$ cat src/rtl/wave_channel_sched.sv
// Shares one amp*sin(phase) datapath across NCH wave channels: one channel issued per cycle
// after each sample tick, results returned tagged with their channel number.
module wave_channel_sched #(
    parameter int NCH = 4,
    parameter int W   = 16,
    parameter int LAT = 2,
    localparam int CW = $clog2(NCH)
) (
    input  logic          clk,
    input  logic          reset_n,
    input  logic          cfg_we,
    output logic          cfg_ready,
    input  logic [CW-1:0] cfg_ch,
    input  logic [1:0]    cfg_sel,
    input  logic [W-1:0]  cfg_data,
    input  logic          run,
    input  logic          sample_tick,
    output logic          dp_valid,
    output logic [W-1:0]  dp_amp,
    output logic [W-1:0]  dp_phase,
    input  logic [W-1:0]  dp_result,
    output logic          out_valid,
    output logic [CW-1:0] out_ch,
    output logic [W-1:0]  out_data,
    output logic          frame_done,
    output logic          overrun,
    input  logic          overrun_clr,
    output logic [1:0]    dbg_state
);

    localparam logic [1:0]    S_IDLE  = 2'd0;
    localparam logic [1:0]    S_ISSUE = 2'd1;
    localparam logic [1:0]    S_DRAIN = 2'd2;
    localparam logic [CW-1:0] LAST_CH = CW'(NCH - 1);

    logic [1:0]    r_state;
    logic [CW-1:0] r_ch;

    logic [W-1:0]  r_amp [NCH];
    logic [W-1:0]  r_off [NCH];
    logic [W-1:0]  r_add [NCH];
    logic [W-1:0]  r_acc [NCH];

    logic          r_dp_valid;
    logic [W-1:0]  r_dp_amp;
    logic [W-1:0]  r_dp_phase;
    logic [CW-1:0] r_dp_ch;

    logic          r_tag_v  [LAT];
    logic [CW-1:0] r_tag_ch [LAT];

    logic          r_out_valid;
    logic [CW-1:0] r_out_ch;
    logic [W-1:0]  r_out_data;
    logic          r_frame_done;
    logic          r_overrun;

    logic          w_tick;
    logic          w_cfg_accept;
    logic          w_issue;
    logic [CW-1:0] w_issue_ch;
    logic          w_tags_busy;
    logic          w_pipe_busy;

    // Ticks with run=0 are invisible to the scheduler, including for overrun detection.
    assign w_tick       = sample_tick & run;
    assign w_cfg_accept = cfg_we & (r_state == S_IDLE);

    // Channel 0 is issued straight from IDLE on the tick edge so dp_valid rises the cycle after the tick.
    assign w_issue    = ((r_state == S_IDLE) & w_tick) | (r_state == S_ISSUE);
    assign w_issue_ch = (r_state == S_ISSUE) ? r_ch : '0;

    always_comb begin
        w_tags_busy = 1'b0;
        for (int i = 0; i < LAT; i++) begin
            w_tags_busy = w_tags_busy | r_tag_v[i];
        end
    end

    assign w_pipe_busy = r_dp_valid | w_tags_busy;

    always_ff @(posedge clk or negedge reset_n) begin
        if (!reset_n) begin
            r_state <= S_IDLE;
            r_ch    <= '0;
        end else begin
            case (r_state)
                S_IDLE, S_ISSUE: begin
                    if (w_issue) begin
                        if (w_issue_ch == LAST_CH) begin
                            r_state <= S_DRAIN;
                            r_ch    <= '0;
                        end else begin
                            r_state <= S_ISSUE;
                            r_ch    <= w_issue_ch + CW'(1);
                        end
                    end
                end
                S_DRAIN: begin
                    if (!w_pipe_busy) begin
                        r_state <= S_IDLE;
                    end
                end
                default: begin
                    r_state <= S_IDLE;
                    r_ch    <= '0;
                end
            endcase
        end
    end

    always_ff @(posedge clk or negedge reset_n) begin
        if (!reset_n) begin
            r_overrun <= 1'b0;
        end else if (w_tick && (r_state != S_IDLE)) begin
            r_overrun <= 1'b1;
        end else if (overrun_clr) begin
            r_overrun <= 1'b0;
        end
    end

    // A host clear of an accumulator wins over the issue-time advance on the same edge.
    always_ff @(posedge clk or negedge reset_n) begin
        if (!reset_n) begin
            for (int i = 0; i < NCH; i++) begin
                r_amp[i] <= '0;
                r_off[i] <= '0;
                r_add[i] <= '0;
                r_acc[i] <= '0;
            end
        end else begin
            if (w_issue) begin
                r_acc[w_issue_ch] <= r_acc[w_issue_ch] + r_add[w_issue_ch];
            end
            if (w_cfg_accept) begin
                case (cfg_sel)
                    2'd0:    r_amp[cfg_ch] <= cfg_data;
                    2'd1:    r_off[cfg_ch] <= cfg_data;
                    2'd2:    r_add[cfg_ch] <= cfg_data;
                    default: r_acc[cfg_ch] <= '0;
                endcase
            end
        end
    end

    always_ff @(posedge clk or negedge reset_n) begin
        if (!reset_n) begin
            r_dp_valid <= 1'b0;
            r_dp_amp   <= '0;
            r_dp_phase <= '0;
            r_dp_ch    <= '0;
        end else if (w_issue) begin
            r_dp_valid <= 1'b1;
            r_dp_amp   <= r_amp[w_issue_ch];
            r_dp_phase <= r_acc[w_issue_ch] + r_off[w_issue_ch];
            r_dp_ch    <= w_issue_ch;
        end else begin
            r_dp_valid <= 1'b0;
        end
    end

    // Stage LAT-1 of the tag pipe lines up with the cycle dp_result is valid.
    always_ff @(posedge clk or negedge reset_n) begin
        if (!reset_n) begin
            for (int i = 0; i < LAT; i++) begin
                r_tag_v[i]  <= 1'b0;
                r_tag_ch[i] <= '0;
            end
        end else begin
            r_tag_v[0]  <= r_dp_valid;
            r_tag_ch[0] <= r_dp_ch;
            for (int i = 1; i < LAT; i++) begin
                r_tag_v[i]  <= r_tag_v[i-1];
                r_tag_ch[i] <= r_tag_ch[i-1];
            end
        end
    end

    always_ff @(posedge clk or negedge reset_n) begin
        if (!reset_n) begin
            r_out_valid  <= 1'b0;
            r_out_ch     <= '0;
            r_out_data   <= '0;
            r_frame_done <= 1'b0;
        end else begin
            r_out_valid  <= r_tag_v[LAT-1];
            r_frame_done <= r_tag_v[LAT-1] && (r_tag_ch[LAT-1] == LAST_CH);
            if (r_tag_v[LAT-1]) begin
                r_out_ch   <= r_tag_ch[LAT-1];
                r_out_data <= dp_result;
            end
        end
    end

    assign cfg_ready  = (r_state == S_IDLE);
    assign dp_valid   = r_dp_valid;
    assign dp_amp     = r_dp_amp;
    assign dp_phase   = r_dp_phase;
    assign out_valid  = r_out_valid;
    assign out_ch     = r_out_ch;
    assign out_data   = r_out_data;
    assign frame_done = r_frame_done;
    assign overrun    = r_overrun;
    assign dbg_state  = r_state;

endmodule

$ cat config.mk
export PLATFORM = sky130hd
export DESIGN_NAME = wave_channel_sched
export DESIGN_NICKNAME = d
export VERILOG_FILES = /design/src/rtl/wave_channel_sched.sv
export SDC_FILE = /design/constraint.sdc
export NUM_CORES = 1
export LEC_CHECK = 0
export BUFFER_PORTS_ARGS = -buffer_cell sky130_fd_sc_hd__buf_2
export CAP_MARGIN = 20
export CORE_AREA = 10 10 170 212
export DETAILED_ROUTE_END_ITERATION = 7
export DIE_AREA = 0 0 180 222
export PLACE_DENSITY = 0.7
export SYNTH_ARGS = -nofsm -noshare
export SYNTH_HDL_FRONTEND = slang
export SYNTH_SLANG_ARGS = --single-unit
$ cat constraint.sdc
create_clock -name clk -period 3.6 [get_ports clk]
set_input_delay 0.54 -clock clk [delete_from_list [all_inputs] [get_ports clk]]
set_output_delay 0.54 -clock clk [all_outputs]
set_load 0.1 [all_outputs]
# Word-level counts from Yosys, hierarchy flattened

Index checks and enable logic that the tools add are counted.

Output and inout bits: 57
Input bits: 42
Word-level logic and storage cells: 106
Register bits: 322

Reduce and logical (&&, ||, !) cells: 15
Add/sub/neg operators: 3
Mux-type cells: 34
Eq/ne operators: 8
Magnitude comparators: 4
Bitwise logic cells: 11

Operators with widths:

| kind                                                      | count |
|---|---|
| bitwise mux 64 bit                                        | 4 |
| 2-to-1 mux 64 bit                                         | 3 |
| 2-to-1 mux 16 bit                                         | 10 |
| binary-select mux 16 bit (select 2 bit)                   | 4 |
| bitwise AND 64 bit                                        | 1 |
| demux 16 bit (select 2 bit)                               | 2 |
| inverter 64 bit                                           | 1 |
| adder 16 bit                                              | 2 |
| 2-to-1 mux 2 bit                                          | 6 |
| AND reduction 2 bit                                       | 5 |
| equality test 2 bit (second input constant)               | 4 |
| one-hot mux 2 bit (2 select lines)                        | 2 |
| greater-or-equal comparator 3 bit (second input constant) | 2 |
| < comparator 3 x 1 -> 1 bit (second input constant)       | 2 |
| inverter 2 -> 3 bit                                       | 2 |
| equality test 2 x 1 -> 1 bit (second input constant)      | 2 |
| logical AND 1 bit                                         | 4 |
| logical NOT 2 bit                                         | 2 |
| != test 2 bit (second input constant)                     | 2 |
| nonzero test 2 bit                                        | 2 |
| bitwise AND 1 bit                                         | 3 |
| 2-to-1 mux 1 bit                                          | 3 |
| bitwise OR 1 bit                                          | 3 |
| OR reduction 3 bit                                        | 1 |
| other kinds (3)                                           | 3 |

# Depth between registers and ports, before layout

Depth in word-level cells: 12
Depth in mapped cells: 16

# Least setup slack after synthesis

OpenSTA, ideal clock, no wires.

Path type: register to register
Start: register r_state[1], in the netlist dbg_state[1]
End: register r_acc[28] (netlist name)
Buffers on the path: 2
Arrival time: 4152 ps
Path slack: -693 ps
Cell stages (with the launch flop): 15
Path through: dfrtp_1 > and2b_1 > and2_2 > inv_2 > clkbuf_1 > clkbuf_1 > a31oi_1 > ha_1 > fa_1 > a21oi_1 > o21ai_0 > a41o_1 > a211oi_2 > mux2i_1 > nor3_1

Cells in the longest elaborated chain, start to end: 12
Elaborated cells on any way between the ends: 24
Those cells by class: 1 x add/sub; 2 x order compare; 1 x eq/ne; 13 x mux; 5 x bitwise; 2 x reduce/logical

Ends and longest elaborated chain:

| what                                                                                | RTL line | RTL |
|---|---|---|
| start: declaration                                                                  | 36       | `logic [1:0] r_state;` |
| start signal: assignment                                                            | 84       | `r_state <= S_IDLE;` |
| start signal: assignment                                                            | 91       | `r_state <= S_DRAIN;` |
| start signal: assignment                                                            | 94       | `r_state <= S_ISSUE;` |
| equality test 2 x 1 -> 1 bit                                                        | 70, 71   |  |
| 2-to-1 mux 2 bit                                                                    | 71       | `assign w_issue_ch = (r_state == S_ISSUE) ? r_ch : '0;` |
| inverter 2 -> 3 bit (implied by the code)                                           | 133      | `r_acc[w_issue_ch] <= r_acc[w_issue_ch] + r_add[w_issue_ch];` |
| binary-select mux 16 bit (select 2 bit) (tied with other cells)                     | 133      |  |
| 2-to-1 mux 16 bit (implied by the code) / logical AND 1 bit (equally long branches) | 133      |  |
| 2-to-1 mux 16 bit (implied by the code)                                             | 133      |  |
| adder 16 bit / demux 16 bit (select 2 bit) (equally long branches)                  | 133      |  |
| bitwise mux 64 bit                                                                  | 133      |  |
| 2-to-1 mux 64 bit                                                                   | 132      | `if (w_issue) begin` |
| bitwise AND 64 bit (no line)                                                        | --       |  |
| 2-to-1 mux 64 bit                                                                   | 136      | `case (cfg_sel)` |
| 2-to-1 mux 64 bit (*)                                                               | 135      | `if (w_cfg_accept) begin` |
| end signal: indexed assignment                                                      | 133      |  |
| end: declaration                                                                    | 42       | `logic [W-1:0] r_acc [NCH];` |

Mark *: on every way between the ends. The rest lies on a longest branch, timed or not. The select of a mux whose other input is x is not followed.
A chain may end at the register's enable or synchronous reset.

# Final worst setup path

Start: register r_state[1], in the netlist dbg_state[1]
End: register r_dp_phase[9], in the netlist dp_phase[9]

Cells in the longest elaborated chain, start to end: 7
Elaborated cells on any way between the ends: 13
Those cells by class: 1 x add/sub; 1 x eq/ne; 7 x mux; 3 x bitwise; 1 x reduce/logical

Ends and longest elaborated chain:

| what                                                 | RTL line | RTL |
|---|---|---|
| equality test 2 x 1 -> 1 bit                         | 70, 71   |  |
| 2-to-1 mux 2 bit                                     | 71       |  |
| inverter 2 -> 3 bit (implied by the code)            | 155      | `r_dp_phase <= r_acc[w_issue_ch] + r_off[w_issue_ch];` |
| binary-select mux 16 bit (select 2 bit)              | 155      |  |
| 2-to-1 mux 16 bit (implied by the code) (2 in a row) | 155      |  |
| adder 16 bit                                         | 155      |  |
| end signal: assignment                               | 155      |  |
| end: declaration                                     | 46       | `logic [W-1:0] r_dp_phase;` |

Several ways; a longest one is shown, not always the timed one. The select of a mux whose other input is x is not followed.

==> impl_metrics.json <==
{
  "status": "complete, no violations",
  "dominantRegCellSynth": "dfrtp_1",
  "synth_nets": 1544,
  "slowest_delay_ns": 0.51,
  "crit_type": "reg2reg",
  "ant_nets": 0,
  "drive_gt1_frac": 0.318,
  "syn_area_per_cell_um2": 10.8,
  "clk_latency_ns": 0.53,
  "drt_iter0_drc": 743,
  "worstMarginPinSlew_ns": 1.14,
  "maxCapViolations": 0,
  "core_mm2": 0.0317,
  "antenna_found_initial": 0,
  "fin_crit_ns": 3.47,
  "async_reset_ff_frac": 1.00,
  "synth_edf_count": 0,
  "synth_top_area_cell": "dfrtp_1",
  "critPathRequiredTime_ns": 4.06,
  "hp-class": "in2async",
  "setup_tns_ns": 0,
  "die-height_um": 222,
  "drc": 0,
  "cts_buffer_depth": 3,
  "vias_per_cell": 5.81,
  "final_common_cell": "dfrtp_1",
  "clock-root-buffer": "clkbuf_16",
  "num_rows": 73,
  "slowest_stage": "a2111oi_1",
  "syn2layout_area_growth_pct": 17.1,
  "finalMaxSlewViolations": 0,
  "cts_made_buffers": 34,
  "cp-start-kind": "flip-flop",
  "fmax_ghz": 0.288,
  "synth_top_area_frac": 0.511,
  "syn_inst": 1466,
  "ys_ff_latch": 322,
  "antennaDiodeCount": 0,
  "crit_chain": "and2b_1, and2_2, inv_4, buf_12, a211oi_1, a31oi_1, ha_1, o211ai_1, o21a_1, a21oi_1, o21ai_0, a2111oi_1, a21o_1",
  "yosys_warnings": 0,
  "synth_area_leaders": "dfrtp_1 (51%), mux2_2 (15%), nand2_1 (6.4%)",
  "wl_um": 42200,
  "dp_hpwl_um": 29600,
  "initial_utilization": 0.498,
  "cp_num_buf_inv": 2,
  "final.period_utilization": 0.963,
  "ys_seq_area_frac": 0.511,
  "gp_congestion": 0.892,
  "skew_ns": 0.0180,
  "grt_first_pass_wirelength_um": 67400,
  "io_buffers": 98,
  "wl_per_cell_um": 20.9,
  "final_cell_mix": "dfrtp_1 (319), nand2_1 (270), mux2_2 (216)",
  "crit_path_max_fanout": 25,
  "n_fill_cell": 2606,
  "vias": 11751,
  "finalHoldViolations": 0,
  "relSlewSlack": 0.238,
  "grt_pass1_vias": 12148,
  "setup_viol": 0,
  "fp.dieW_um": 180,
  "grt_usage": 0.206,
  "crit_arrival_ns": 3.93,
  "cts_tree": "yes",
  "synth_area_mm2": 0.0158,
  "drt_first_pass_iters": 5,
  "finish.net_count": 1666,
  "grt_overflow": 0,
  "htreeDepth": 2,
  "clock_sinks": 322,
  "grt_max_degree": 102,
  "crit_family": "compound AO/OA/AOI/OAI gates",
  "end_kind": "flip-flop",
  "netlist-cell-type-count": 66,
  "io_pins": 99,
  "clkTransAtPathRegs_ns": 0.06,
  "die_area_mm2": 0.0400
}
metrics by stage:
stage	hold slack (ns)	util	area [um2]	setup WS, ns	std cells
2_1_floorplan	0.244	-	15800	0.0272	1466
3_3_place_gp	0.335	0.541	17200	-0.0600	1961
3_5_place_dp	0.336	0.541	17200	-0.0560	1961
4_1_cts	0.0933	0.579	18300	0.0223	2021
5_1_grt	0.0994	0.583	18500	-0.0270	2024
6_report	0.0419	0.583	18500	0.132	2024
sequential cells by signal (all words and copies together) (netlist names), 2 cells and up:
signal	flops
dbg_state	2
dp_amp	16
dp_phase	16
out_ch	2
out_data	16
r_acc	64
r_add	64
r_amp	64
r_ch	2
r_dp_ch	2
r_off	64
r_tag_ch	4
r_tag_v	2
worst reg2reg max path, delay by kind of cell, from the launching register on:
kind | cells | cell delay, ns
buf+inv | 2 | 0.23
simple gates | 2 | 0.39
compound gates | 8 | 1.83
flops | 1 | 0.48
fa+ha+maj | 1 | 0.47
synthesized netlist by cell type (3+ instances only):
| master | number |
|---|---|
| o21ai_1 | 3 |
| or3_1 | 6 |
| buf_2 | 29 |
| mux2_4 | 10 |
| nor2b_1 | 46 |
| buf_4 | 4 |
| nand4_1 | 6 |
| o21ai_0 | 53 |
| nor3_1 | 10 |
| nor2_4 | 4 |
| a21o_1 | 9 |
| inv_1 | 9 |
| dfrtp_1 | 322 |
| a31oi_1 | 44 |
| o211ai_1 | 6 |
| nor4_1 | 5 |
| a211oi_1 | 62 |
| and3_1 | 3 |
| buf_1 | 8 |
| nor2_1 | 38 |
| xnor2_1 | 9 |
| ha_1 | 34 |
| o21a_1 | 8 |
| or2_2 | 3 |
| nand2b_1 | 13 |
| mux2i_1 | 16 |
| o2111ai_1 | 3 |
| xor2_1 | 7 |
| nand3_1 | 23 |
| o31ai_1 | 4 |
| o311ai_0 | 3 |
| mux2_2 | 216 |
| nor4b_1 | 4 |
| and2_0 | 4 |
| nand2_1 | 270 |
| a21oi_1 | 68 |
| clkbuf_1 | 65 |
per-layer routing:
metal | up-vias | part of all wire | global-route usage
li1 | 5412 | - | -
met1 | 5944 | 0.42 | 0.256
met2 | 315 | 0.50 | 0.357
met3 | 80 | 0.046 | 0.0315
met4 | 0 | 0.028 | 0.0687
met5 | - | 0 | 0
layout make-up:
class | count | area [um2] | share of cell area
flip-flops and latches | 322 | 8070 | 0.437
multi-input cells | 1025 | 7320 | 0.397
repair buffers | 193 | 1350 | 0.0729
clock buffers | 51 | 1000 | 0.0544
well taps | 412 | 515 | 0.0279
clock inverters | 9 | 164 | 0.00887
inverters | 12 | 50.0 | 0.00271
path summary, 6_finish.rpt:
| kind | endpoint | slack (ns) | depth (start not counted) | startpoint |
|---|---|---|---|---|
| max in group asynchronous | r_amp[51]$_DFFE_PN0P_ | 2.48 | 2 | reset_n |
| worst max-delay path | dp_phase[9]$_DFFE_PN0N_ | 0.13 | 13 | dbg_state[1]$_DFFE_PN0P_ |
| worst min register to register | r_tag_ch[0]$_DFF_PN0_ | 0.35 | 0 | r_tag_ch[2]$_DFF_PN0_ |
| worst min-delay path | r_acc[37]$_DFF_PN0_ | 0.04 | 1 | reset_n |
| worst max register to register | dp_phase[9]$_DFFE_PN0N_ | 0.13 | 13 | dbg_state[1]$_DFFE_PN0P_ |
| min in group clk | overrun$_DFFE_PN0P_ | 0.20 | 2 | overrun_clr |
repair_timing:
item,4_1_cts,5_1_grt
setup buffers,0,2
endpoints found under the setup margin,12,32
pin swaps,0,4
resized for setup,2,24
cloned,0,1
hold buffers,0,0
cell families after synthesis:
| group | share of synthesized area |
|---|---|
| buffers and inverters | 0.0323 |
| AND/OR/NAND/NOR | 0.132 |
| flip-flops | 0.511 |
| XOR/XNOR | 0.00888 |
| AO/OA/AOI/OAI | 0.113 |
| adder cells (fa/ha/maj) | 0.0295 |
| multiplexers | 0.174 |
Power is not shown: default switching activity piles up to over one toggle a cycle in this logic, so the estimate is an artifact.
